**config.mk**
```make
export PLATFORM = sky130hd
export DESIGN_NAME = frame_derandomizer
export DESIGN_NICKNAME = d
export VERILOG_FILES = /design/src/rtl/randomizer_pkg.sv /design/src/rtl/randomizer_lfsr.sv /design/src/rtl/frame_derandomizer.sv
export SDC_FILE = /design/constraint.sdc
export NUM_CORES = 1
export LEC_CHECK = 0
export ABC_AREA = 1
export CAP_MARGIN = 20
export CORE_ASPECT_RATIO = 0.8
export CORE_MARGIN = 2
export CORE_UTILIZATION = 40
export DETAILED_ROUTE_END_ITERATION = 12
export GPL_TIMING_DRIVEN = 0
export PLACE_DENSITY_LB_ADDON = 0.05
export SETUP_SLACK_MARGIN = 0.4
export SLEW_MARGIN = 5
export SYNTH_ARGS = -nofsm -noshare
export SYNTH_HDL_FRONTEND = slang
export SYNTH_SLANG_ARGS = --single-unit
```
**constraint.sdc**
```tcl
create_clock -name clock -period 2.9 [get_ports clock]
set_input_delay 0.58 -clock clock [delete_from_list [all_inputs] [get_ports clock]]
set_output_delay 0.58 -clock clock [all_outputs]
set_load 0.01 [all_outputs]
```
**src/rtl/randomizer_pkg.sv**
```systemverilog
// Shared definitions for the framed-stream randomizer and de-randomizer:
// LFSR width, reset seed, FSM encoding and the LFSR step function.
package randomizer_pkg;

  localparam int LFSR_W = 15;
  localparam logic [LFSR_W-1:0] DEFAULT_SEED = 15'b100101010000000;

  typedef enum logic {
    IDLE = 1'b0,
    RUN  = 1'b1
  } state_e;

  // Additive LFSR step: the keystream bit is shifted in at the top
  function automatic logic [LFSR_W-1:0] lfsr_next(input logic [LFSR_W-1:0] r);
    return {r[0] ^ r[1], r[LFSR_W-1:1]};
  endfunction

endpackage

```
**src/rtl/randomizer_lfsr.sv**
```systemverilog
// 15-bit additive LFSR with restart-from-seed and per-bit advance.
// The keystream bit always comes from the state before the advance.
module randomizer_lfsr
  import randomizer_pkg::*;
(
  input  logic              clock,
  input  logic              reset,
  input  logic              restart,
  input  logic [LFSR_W-1:0] restart_val,
  input  logic              advance,
  output logic              key_bit
);

  logic [LFSR_W-1:0] r_q;
  logic [LFSR_W-1:0] r_d;
  logic [LFSR_W-1:0] base;

  // A restart replaces the current state before the keystream bit is taken
  always_comb begin
    base    = restart ? restart_val : r_q;
    key_bit = base[0] ^ base[1];
    r_d     = advance ? lfsr_next(base) : r_q;
  end

  always_ff @(posedge clock or posedge reset) begin
    if (reset) begin
      r_q <= DEFAULT_SEED;
    end else begin
      r_q <= r_d;
    end
  end

endmodule

```
**src/rtl/frame_derandomizer.sv**
```systemverilog
// Receive-side de-randomizer: per-frame seed reload, bit counting, end-of-frame
// flagging and a single registered output slice with valid/ready on both sides.
module frame_derandomizer
  import randomizer_pkg::*;
#(
  parameter int LEN_W = 16
) (
  input  logic              clock,
  input  logic              reset,
  input  logic              load,
  input  logic [LFSR_W-1:0] seed,
  input  logic [LEN_W-1:0]  frame_len,
  input  logic              in_valid,
  output logic              in_ready,
  input  logic              in_data,
  input  logic              in_sop,
  output logic              out_valid,
  input  logic              out_ready,
  output logic              out_data,
  output logic              out_eop,
  output logic              busy,
  output logic              sync_err
);

  state_e            state_q, state_d;
  logic [LFSR_W-1:0] seed_reg_q, seed_reg_d;
  logic [LFSR_W-1:0] base_seed;
  logic [LEN_W-1:0]  len_q, len_d;
  logic [LEN_W:0]    count_q, count_d;
  logic              out_valid_q, out_valid_d;
  logic              out_data_q, out_data_d;
  logic              out_eop_q, out_eop_d;
  logic              sync_err_q, sync_err_d;
  logic              accept, restart, advance, key_bit, last_bit;

  // A programmed length of zero stands for 2^LEN_W bits
  function automatic logic [LEN_W:0] eff_len(input logic [LEN_W-1:0] len);
    return {(len == '0), len};
  endfunction

  assign in_ready  = !out_valid_q | out_ready;
  assign accept    = in_valid & in_ready;
  assign base_seed = load ? seed : seed_reg_q;
  assign restart   = accept & in_sop;
  assign advance   = accept & (in_sop | (state_q == RUN));

  randomizer_lfsr u_lfsr (
    .clock       (clock),
    .reset       (reset),
    .restart     (restart),
    .restart_val (base_seed),
    .advance     (advance),
    .key_bit     (key_bit)
  );

  always_comb begin
    state_d     = state_q;
    seed_reg_d  = load ? seed : seed_reg_q;
    len_d       = len_q;
    count_d     = count_q;
    out_valid_d = out_valid_q & ~out_ready;
    out_data_d  = out_data_q;
    out_eop_d   = out_eop_q;
    sync_err_d  = 1'b0;
    last_bit    = 1'b0;
    if (accept) begin
      if (in_sop) begin
        sync_err_d = (state_q == RUN);
        len_d      = frame_len;
        count_d    = (LEN_W+1)'(1);
        last_bit   = (count_d == eff_len(frame_len));
      end else if (state_q == RUN) begin
        count_d  = count_q + (LEN_W+1)'(1);
        last_bit = (count_d == eff_len(len_q));
      end else begin
        sync_err_d = 1'b1;
      end
      if (advance) begin
        out_valid_d = 1'b1;
        out_data_d  = in_data ^ key_bit;
        out_eop_d   = last_bit;
        state_d     = last_bit ? IDLE : RUN;
      end
    end
  end

  always_ff @(posedge clock or posedge reset) begin
    if (reset) begin
      state_q     <= IDLE;
      seed_reg_q  <= DEFAULT_SEED;
      len_q       <= '0;
      count_q     <= '0;
      out_valid_q <= 1'b0;
      out_data_q  <= 1'b0;
      out_eop_q   <= 1'b0;
      sync_err_q  <= 1'b0;
    end else begin
      state_q     <= state_d;
      seed_reg_q  <= seed_reg_d;
      len_q       <= len_d;
      count_q     <= count_d;
      out_valid_q <= out_valid_d;
      out_data_q  <= out_data_d;
      out_eop_q   <= out_eop_d;
      sync_err_q  <= sync_err_d;
    end
  end

  assign out_valid = out_valid_q;
  assign out_data  = out_data_q;
  assign out_eop   = out_eop_q;
  assign sync_err  = sync_err_q;
  assign busy      = (state_q == RUN);

endmodule

```
# Word level (Yosys, flattened, before mapping)
# Cells that the tools add are included.
[totals]
register_bits = 68
in_bits = 38
output_inout_bits = 6
word_cells = 41
[classes]
n_addsub = 1
n_eq_ne = 2
n_mux = 13
bitwise = 9
n_reduce_logical = 7
[op_table]
columns = ["operator", "count"]
rows = [
  ["$mux W17", 2],
  ["$logic_not A16 Y1", 2],
  ["$mux W15", 2],
  ["$add A17 B1 Y17 const B", 1],
  ["$eq A1 B17 Y1 const A", 1],
  ["$eq A17 B17 Y1", 1],
  ["$mux W1", 9],
  ["$reduce_and A2 Y1", 3],
  ["$and A1 B1 Y1", 4],
  ["$or A1 B1 Y1", 2],
  ["$reduce_bool A2 Y1", 1],
  ["$xor A1 B1 Y1", 2],
  ["$logic_not A1 Y1", 1],
  ["$not A1 Y1", 1],
]

# Longest topological paths before layout
# Gate-level depths: netlist (run 1).
[depth]
ltp_word = 7
depth_mapped = 14
ltp_nobuf = 14

# Cells and area by module
# A second synthesis (run 1) with hierarchy kept.
[hier_totals]
hier_cells = 462
area_unflattened_um2 = 3689.8
[by_module_without_submodules]
columns = ["mod", "n_inst", "cells_per_inst", "area_per_inst_um2", "seq_area_each_um2"]
rows = [
  ["frame_derandomizer", 1, 364, 2907.8, 1331.3],
  ["randomizer_lfsr", 1, 98, 782.0, 380.4],
]

# Worst setup path before layout (run 1)
# No wires, ideal clock.
[synth_path]
path_type = "input to register"
start = "input in_sop"
end = "register u_lfsr.r_q[1]"
setup_time_ps = 83
arrival_ps = 1626
t_required_ps = 2817
setup_slack_ps = 1192
cell_stages = 8
path_buffers = 1
cell_sequence = "inv_1 -> ha_1 -> nor2_2 -> inv_1 -> clkbuf_1 -> a21oi_1 -> o21ai_0 -> o21ai_0"
[synth_between]
elab_chain_len = 2
elab_cells_between_ends = 4
classes_between = "mux: 1; bitwise: 3"
[synth_rtl]
columns = ["item", "line_no", "text"]
rows = [
  ["start: declaration", "frame_derandomizer.sv:16", "input logic in_sop,"],
  ["$and A1 B1 Y1 / $or A1 B1 Y1 (equally long branches)", "frame_derandomizer.sv:44, frame_derandomizer.sv:45", ""],
  ["$mux W15 / $and A1 B1 Y1 (equally long branches)", "randomizer_lfsr.sv:20, frame_derandomizer.sv:45", ""],
  ["end signal: assignment", "randomizer_lfsr.sv:29", "r_q <= r_d;"],
  ["end: declaration", "randomizer_lfsr.sv:14", "logic [LFSR_W-1:0] r_q;"],
]
# Several ways; a longest one is shown, not always the timed one.
# A chain may end at the register's enable or synchronous reset.

# Worst setup path after layout (run 1)
[layout_path]
start = "input out_ready"
end = "output in_ready"
[layout_between]
elab_chain_len = 1
[layout_rtl]
columns = ["item", "line_no", "text"]
rows = [
  ["start: declaration", "frame_derandomizer.sv:18", "input logic out_ready,"],
  ["$or A1 B1 Y1", "frame_derandomizer.sv:41", "assign in_ready = !out_valid_q | out_ready;"],
  ["end: declaration", "frame_derandomizer.sv:14", "output logic in_ready,"],
]
# No other way between the ends.

==> metrics, run 1 <==
outcome completed; reg-to-reg endpoint busy; Hold EP seed_reg_q[10]; H-Tree Depth 3; Final Power 3010 uW; Via density 4.93; fin nets 542; Leakage 0.00211 uW; Sw Ratio 0.293; CP Cell Sequence clkdlybuf4s50_1 -> inv_1 -> nand2_1 -> clkdlybuf4s50_1; Clock Path Buffers 2; Area Overhead vs Synth 24.5%; largest net degree at the start of global routing 61; layout cell share with drive strength beyond 1 0.134; worst slew pin tran 0.579 ns; clock-pin slew on the worst setup and hold paths 0.05 ns; Seq pwr share 0.421; post-synth net total 488; max_cap viols 0; Synth area leaders dfrtp_1 41%, nand2_1 8.5%, inv_1 7.5%, dfstp_2 5.8%, o21ai_0 5.3%; Critical Path Max Stage Delay 0.55 ns; min-delay worst type reg -> reg; Buf/Inv on CP 3; data required time at the worst endpoint 2.32 ns; r2r setup slk 0.81 ns; RSZ-0062 raised after global routing no; Die X 111 um; final setup TNS 0 ns; Fin Hold WS 0.472 ns; Tcrit/Tclk final 0.793; fmax 0.435 GHz; reg2reg start count_q[0]; clock skew 0.00797 ns; clock share of power 0.358; area share of the largest cell type after synthesis 0.412; fin worst setup slack 0.600 ns; TritonCTS clock tree done; clk root buf clkbuf_16; startpoint types input port; Syn Std Cell Area 0.00365 mm^2; Hold Vio Cnt, Final 0; post-CTS setup buffers 0; Avg Synthesized Cell Area 8.14 um^2; Max Slew Vio Count 0; Switch Pwr 883 uW; post-synthesis sequential area ratio 0.469; DRC viols 0; Fillers 880; relative max-transition margin 0.614; critical path class in -> out; worst r2r path cells 12; area of the multi-input gates 0.00159 mm^2; setup violators final 0; number of synthesized register bits 68; antenna viol nets, final 0; Die Ht 89.4 um; gpl congestion 0.836; yosys warns 0; final WL 8860 um; Yosys cell types 33; via count 3067; pwr dens 663 mW/mm^2; clock sinks 68; Num CTS Buffers 9; VDD IR max 0.433 mV; fin crit period 2.30 ns; cell-internal power 2130 uW; Starting Density 0.407; Overall Global Routing Usage 0.191; die area 0.00991 mm^2; Critical Path Fanout Max 4; hold_sp seed_reg_q[10]; Cell Rows 31; placed insts 606; clk_lat worst skew 0.33 ns; area taken by flip-flops and latches 0.00171 mm^2; Combinational Power Share 0.221; diode count 0; # port buffers 42; grt total ovfl 0; non-filler cells, final 622; drt wl/cell 14.2 um; CP endpoint kind output pin; post-synthesis cell count 448; leading area contributor after synthesis dfrtp_1; critical path arrival 1.72 ns; first-pass GRT wire length 14600 um; IO Pins 44; number of global-route vias before repair 2906; slowest cell on the critical path clkdlybuf4s50_1; number of DRC markers in iteration 0 111; DP HPWL 6590 um; DP Worst Slack 0.261 ns; family with the most delay on the worst path buffers and inverters; Pre-antenna DRT Iters 5; CP most frequent cell clkdlybuf4s50_1; initial antenna violation count 0; worst hold path stage count 2; core area 0.00896 mm^2
[through the flow]
step           utilization  cell area [um^2]
2_1_floorplan            -              3650
3_3_place_gp         0.470              4210
3_5_place_dp         0.474              4240
4_1_cts              0.507              4540
5_1_grt              0.507              4540
6_report             0.507              4540
[layout make-up]
cell class	instances	share of cell area
well taps	115	0.0317
inverters	76	0.0639
plain buffers	14	0.0130
multi-input cells	290	0.351
flip-flops and latches	68	0.377
repair buffers	43	0.0986
clock inverters	4	0.0110
clock buffers	12	0.0543
[worst min-delay path: stages, from the launching register on]
cell and delay [ns]:
dfrtp_1 0.32, mux2i_1 0.06, inv_1 0.06
[cell usage in the layout (no fill, tap or decap), types with 9 or more instances in the layout]
cell             netlist  routed
nand2_2               12      12
nand2_1               83      83
mux2i_1               12      12
nor2_1                25      25
o21ai_0               39      39
clkdlybuf4s50_1        0      42
clkbuf_16              0       9
inv_1                 73      72
clkbuf_1              10      11
a21oi_1               20      20
o22ai_1               13      13
dfrtp_1               60      60
nand3_1               33      33
[how the worst max path moves through the flow]
stage	slack [ns]	depth (start not counted)	from	endpoint
after floorplan	0.62	1	reset	busy
after global placement	-0.75	2	reset	count_q[10]
after detailed placement	0.26	9	in_sop	u_lfsr.r_q[7]
after CTS	0.60	4	out_ready	in_ready
after global routing	0.46	9	in_sop	u_lfsr.r_q[8]
final	0.60	4	out_ready	in_ready
[state kept, by name (all words and copies together), names as in the netlist]
| name | flops |
|---|---|
| out_data | 1 |
| count_q | 17 |
| out_eop | 1 |
| len_q | 16 |
| busy | 1 |
| sync_err | 1 |
| u_lfsr.r_q | 15 |
| seed_reg_q | 15 |
| out_valid | 1 |
[layer usage]
layer  up-vias  part of all wire  wire length (um)  track usage
li1       1554                 -                 -            -
met1      1436              0.51              4530        0.277
met2        73              0.42              3760        0.278
met3         4             0.059               524       0.0536
met4         0            0.0049                43       0.0591
met5         -                 0                 0            0
[synth_stat cells]
master     n
a21oi_1   20
a21oi_2    1
and2_2     1
buf_2      4
clkbuf_1  10
clkinv_2   2
dfrtp_1   60
dfstp_2    8
ha_1       2
inv_1     73
inv_2      1
mux2_2     3
mux2i_1   12
nand2_1   83
nand2_2   12
nand2_4    1
nand3_1   33
nand3_2    6
nand3b_1   2
nand4_1    7
nor2_1    25
nor2_2     6
nor2_4     4
nor3_1     3
nor4_1     2
o21ai_0   39
o21ai_1    6
o21ai_2    1
o22ai_1   13
or2_2      1
xnor2_1    2
xnor3_1    2
xor2_1     3
[logic make-up after synthesis]
| kind of cell | after synthesis | share of synthesized area |
|---|---|---|
| and+or+nand+nor | 186 | 0.247 |
| adders and majority gates | 2 | 0.00686 |
| buffers and inverters | 90 | 0.0946 |
| DFF | 68 | 0.469 |
| xor gates and xnor gates | 7 | 0.0243 |
| AOI/OAI and AO/OA | 80 | 0.116 |
| muxes | 15 | 0.0422 |
[power groups by stage]
| stage | logic [uW] | registers (uW) | clock network [uW] |
|---|---|---|---|
| global placement | 648 | 1270 | 0 |
| CTS | 670 | 1270 | 1110 |
| global route | 761 | 1290 | 1150 |
| floorplan | 445 | 1260 | 0 |
| finish | 664 | 1270 | 1080 |
| detailed placement | 663 | 1280 | 0 |
[what timing repair did]
action / CTS / global route
endpoints found under the setup margin: 0 / 5
gates resized for setup: 0 / 2
hold buffers: 0 / 0
No activity file was read; power rests on OpenSTA's default activity.
==> run 2, diff against run 1 <==
==> constraint.sdc (replaced) <==
create_clock -name clock -period 2.1 [get_ports clock]
set_input_delay 0.42 -clock clock [delete_from_list [all_inputs] [get_ports clock]]
set_output_delay 0.42 -clock clock [all_outputs]
set_load 0.01 [all_outputs]
==> metrics, run 2 (synthesis gave the netlist of run 1 again) <==
outcome completed; diode count 0; clk_lat worst skew 0.33 ns; CTS Hold Bufs 0; fmax 0.530 GHz; Overall Global Routing Usage 0.193; Most flops, register count_q; DRC viols 0; antenna viol nets, final 0; final WL 9200 um; Clock Path Buffers 2; first-pass GRT wire length 14800 um; Area Overhead vs Synth 31.3%; Max Slew Vio Count 0; dpl cell area 0.00424 mm^2; most common cell after layout, fill and taps aside nand2_1; Pre-antenna DRT Iters 5; number of global-route vias before repair 2852; data required time at the worst endpoint 2.33 ns; Tcrit/Tclk final 0.898; gpl congestion 0.836; clock-pin slew on the worst setup and hold paths 0.06 ns; Num CTS Buffers 9; Hold Vio Cnt, Final 0; via count 3174; Critical Path Fanout Max 6; layout cell share with drive strength beyond 1 0.221; non-filler cells, final 635; Final Util 0.535; worst slew pin tran 0.824 ns; initial antenna violation count 0; setup violators final 0; clock skew 0.00820 ns; RSZ-0062 raised after global routing yes; placed insts 606; critical path arrival 2.11 ns; drt wl/cell 14.5 um; IO Pins 44; die area 0.00991 mm^2; Via density 5.00; Starting Density 0.407; startpoint types register; fin nets 555; grt total ovfl 0; Largest regs count_q: 17 flops, len_q: 16 flops; largest net degree at the start of global routing 37; min-delay worst type in -> reg; commonest non-fill, non-tap cells in the layout 72 x nand2_1, 71 x inv_1, 58 x dfrtp_1, 39 x clkdlybuf4s50_1, 38 x o21ai_0; fin crit period 1.89 ns; Die Ht 89.4 um; critical path class reg -> reg; Die X 111 um; relative max-transition margin 0.450; core area 0.00896 mm^2; H-Tree Depth 3; Leakage 0.00225 uW; max_cap viols 0; DP HPWL 6640 um; pwr dens 914 mW/mm^2; final setup TNS 0 ns; number of DRC markers in iteration 0 132; flip-flop count of the largest register after layout 17; cell area after layout 0.00479 mm^2; clock sinks 68; TritonCTS clock tree done; CP endpoint kind register; clk root buf clkbuf_16; # port buffers 42; Cell Rows 31; VDD IR max 0.519 mV
[run 2: through the flow]
step	power [uW]	hold slack, ns	setup slack, ns
4_1_cts	4310	0.455	0.234
3_3_place_gp	2660	0.465	-0.360
5_1_grt	4630	0.483	0.109
3_5_place_dp	2680	0.465	-0.355
2_1_floorplan	2350	0.439	0.452
6_report	4380	0.458	0.215
[run 2: what timing repair did]
| item | CTS | global route |
|---|---|---|
| gates cloned | 0 | 0 |
| setup endpoints to repair | 50 | 47 |
| setup buffers | 3 | 10 |
| gates resized for setup | 27 | 34 |
| pin swaps | 3 | 14 |
[run 2: worst max-delay path, stage by stage, from the launching register on]
cell	delay, ns
dfrtp_2	0.39
buf_6	0.13
nand2_4	0.05
nor2_4	0.24
buf_6	0.13
nand4_1	0.10
nand3_1	0.16
nand2_4	0.07
nor2_4	0.10
nand3_2	0.08
nor2_2	0.14
nand2_2	0.09
nand2_2	0.06
nand2_1	0.04
[run 2: worst paths after layout]
kind | from | endpoint | slack (ns) | cells after the start
min in group asynchronous | reset | seed_reg_q[1] | 0.59 | 2
setup reg to reg | count_q[0] | busy | 0.21 | 13
hold / removal | load | seed_reg_q[0] | 0.46 | 3
hold reg to reg | seed_reg_q[10] | seed_reg_q[10] | 0.47 | 2
max in group asynchronous | reset | u_lfsr.r_q[14] | 0.83 | 3
setup / recovery | count_q[0] | busy | 0.21 | 13
[run 2: power breakdown]
part | internal [uW] | switching [uW] | leakage, uW | total (uW)
Combinational | 496 | 578 | 0.00128 | 1070
Sequential | 1600 | 161 | 0.000828 | 1760
Clock | 926 | 625 | 0.000142 | 1550
Total | 3020 | 1360 | 0.00225 | 4380
[run 2: area by class of cell]
class                   instances  area, um^2
fillers                       824        4170
flip-flops and latches         68        1710
multi-input cells             290        1700
repair buffers                 56         546
inverters                      76         295
clock buffers                   9         225
well taps                     115         144
plain buffers                  14        93.8
clock inverters                 7        76.3
[run 2: per-layer routing]
metal	part of all wire	up-vias	wire [um]	global-route usage
met5	0	-	0	0
met4	0.0095	0	87	0.0511
met3	0.051	9	469	0.0386
met2	0.43	81	3960	0.280
met1	0.51	1500	4680	0.293
li1	-	1584	-	-
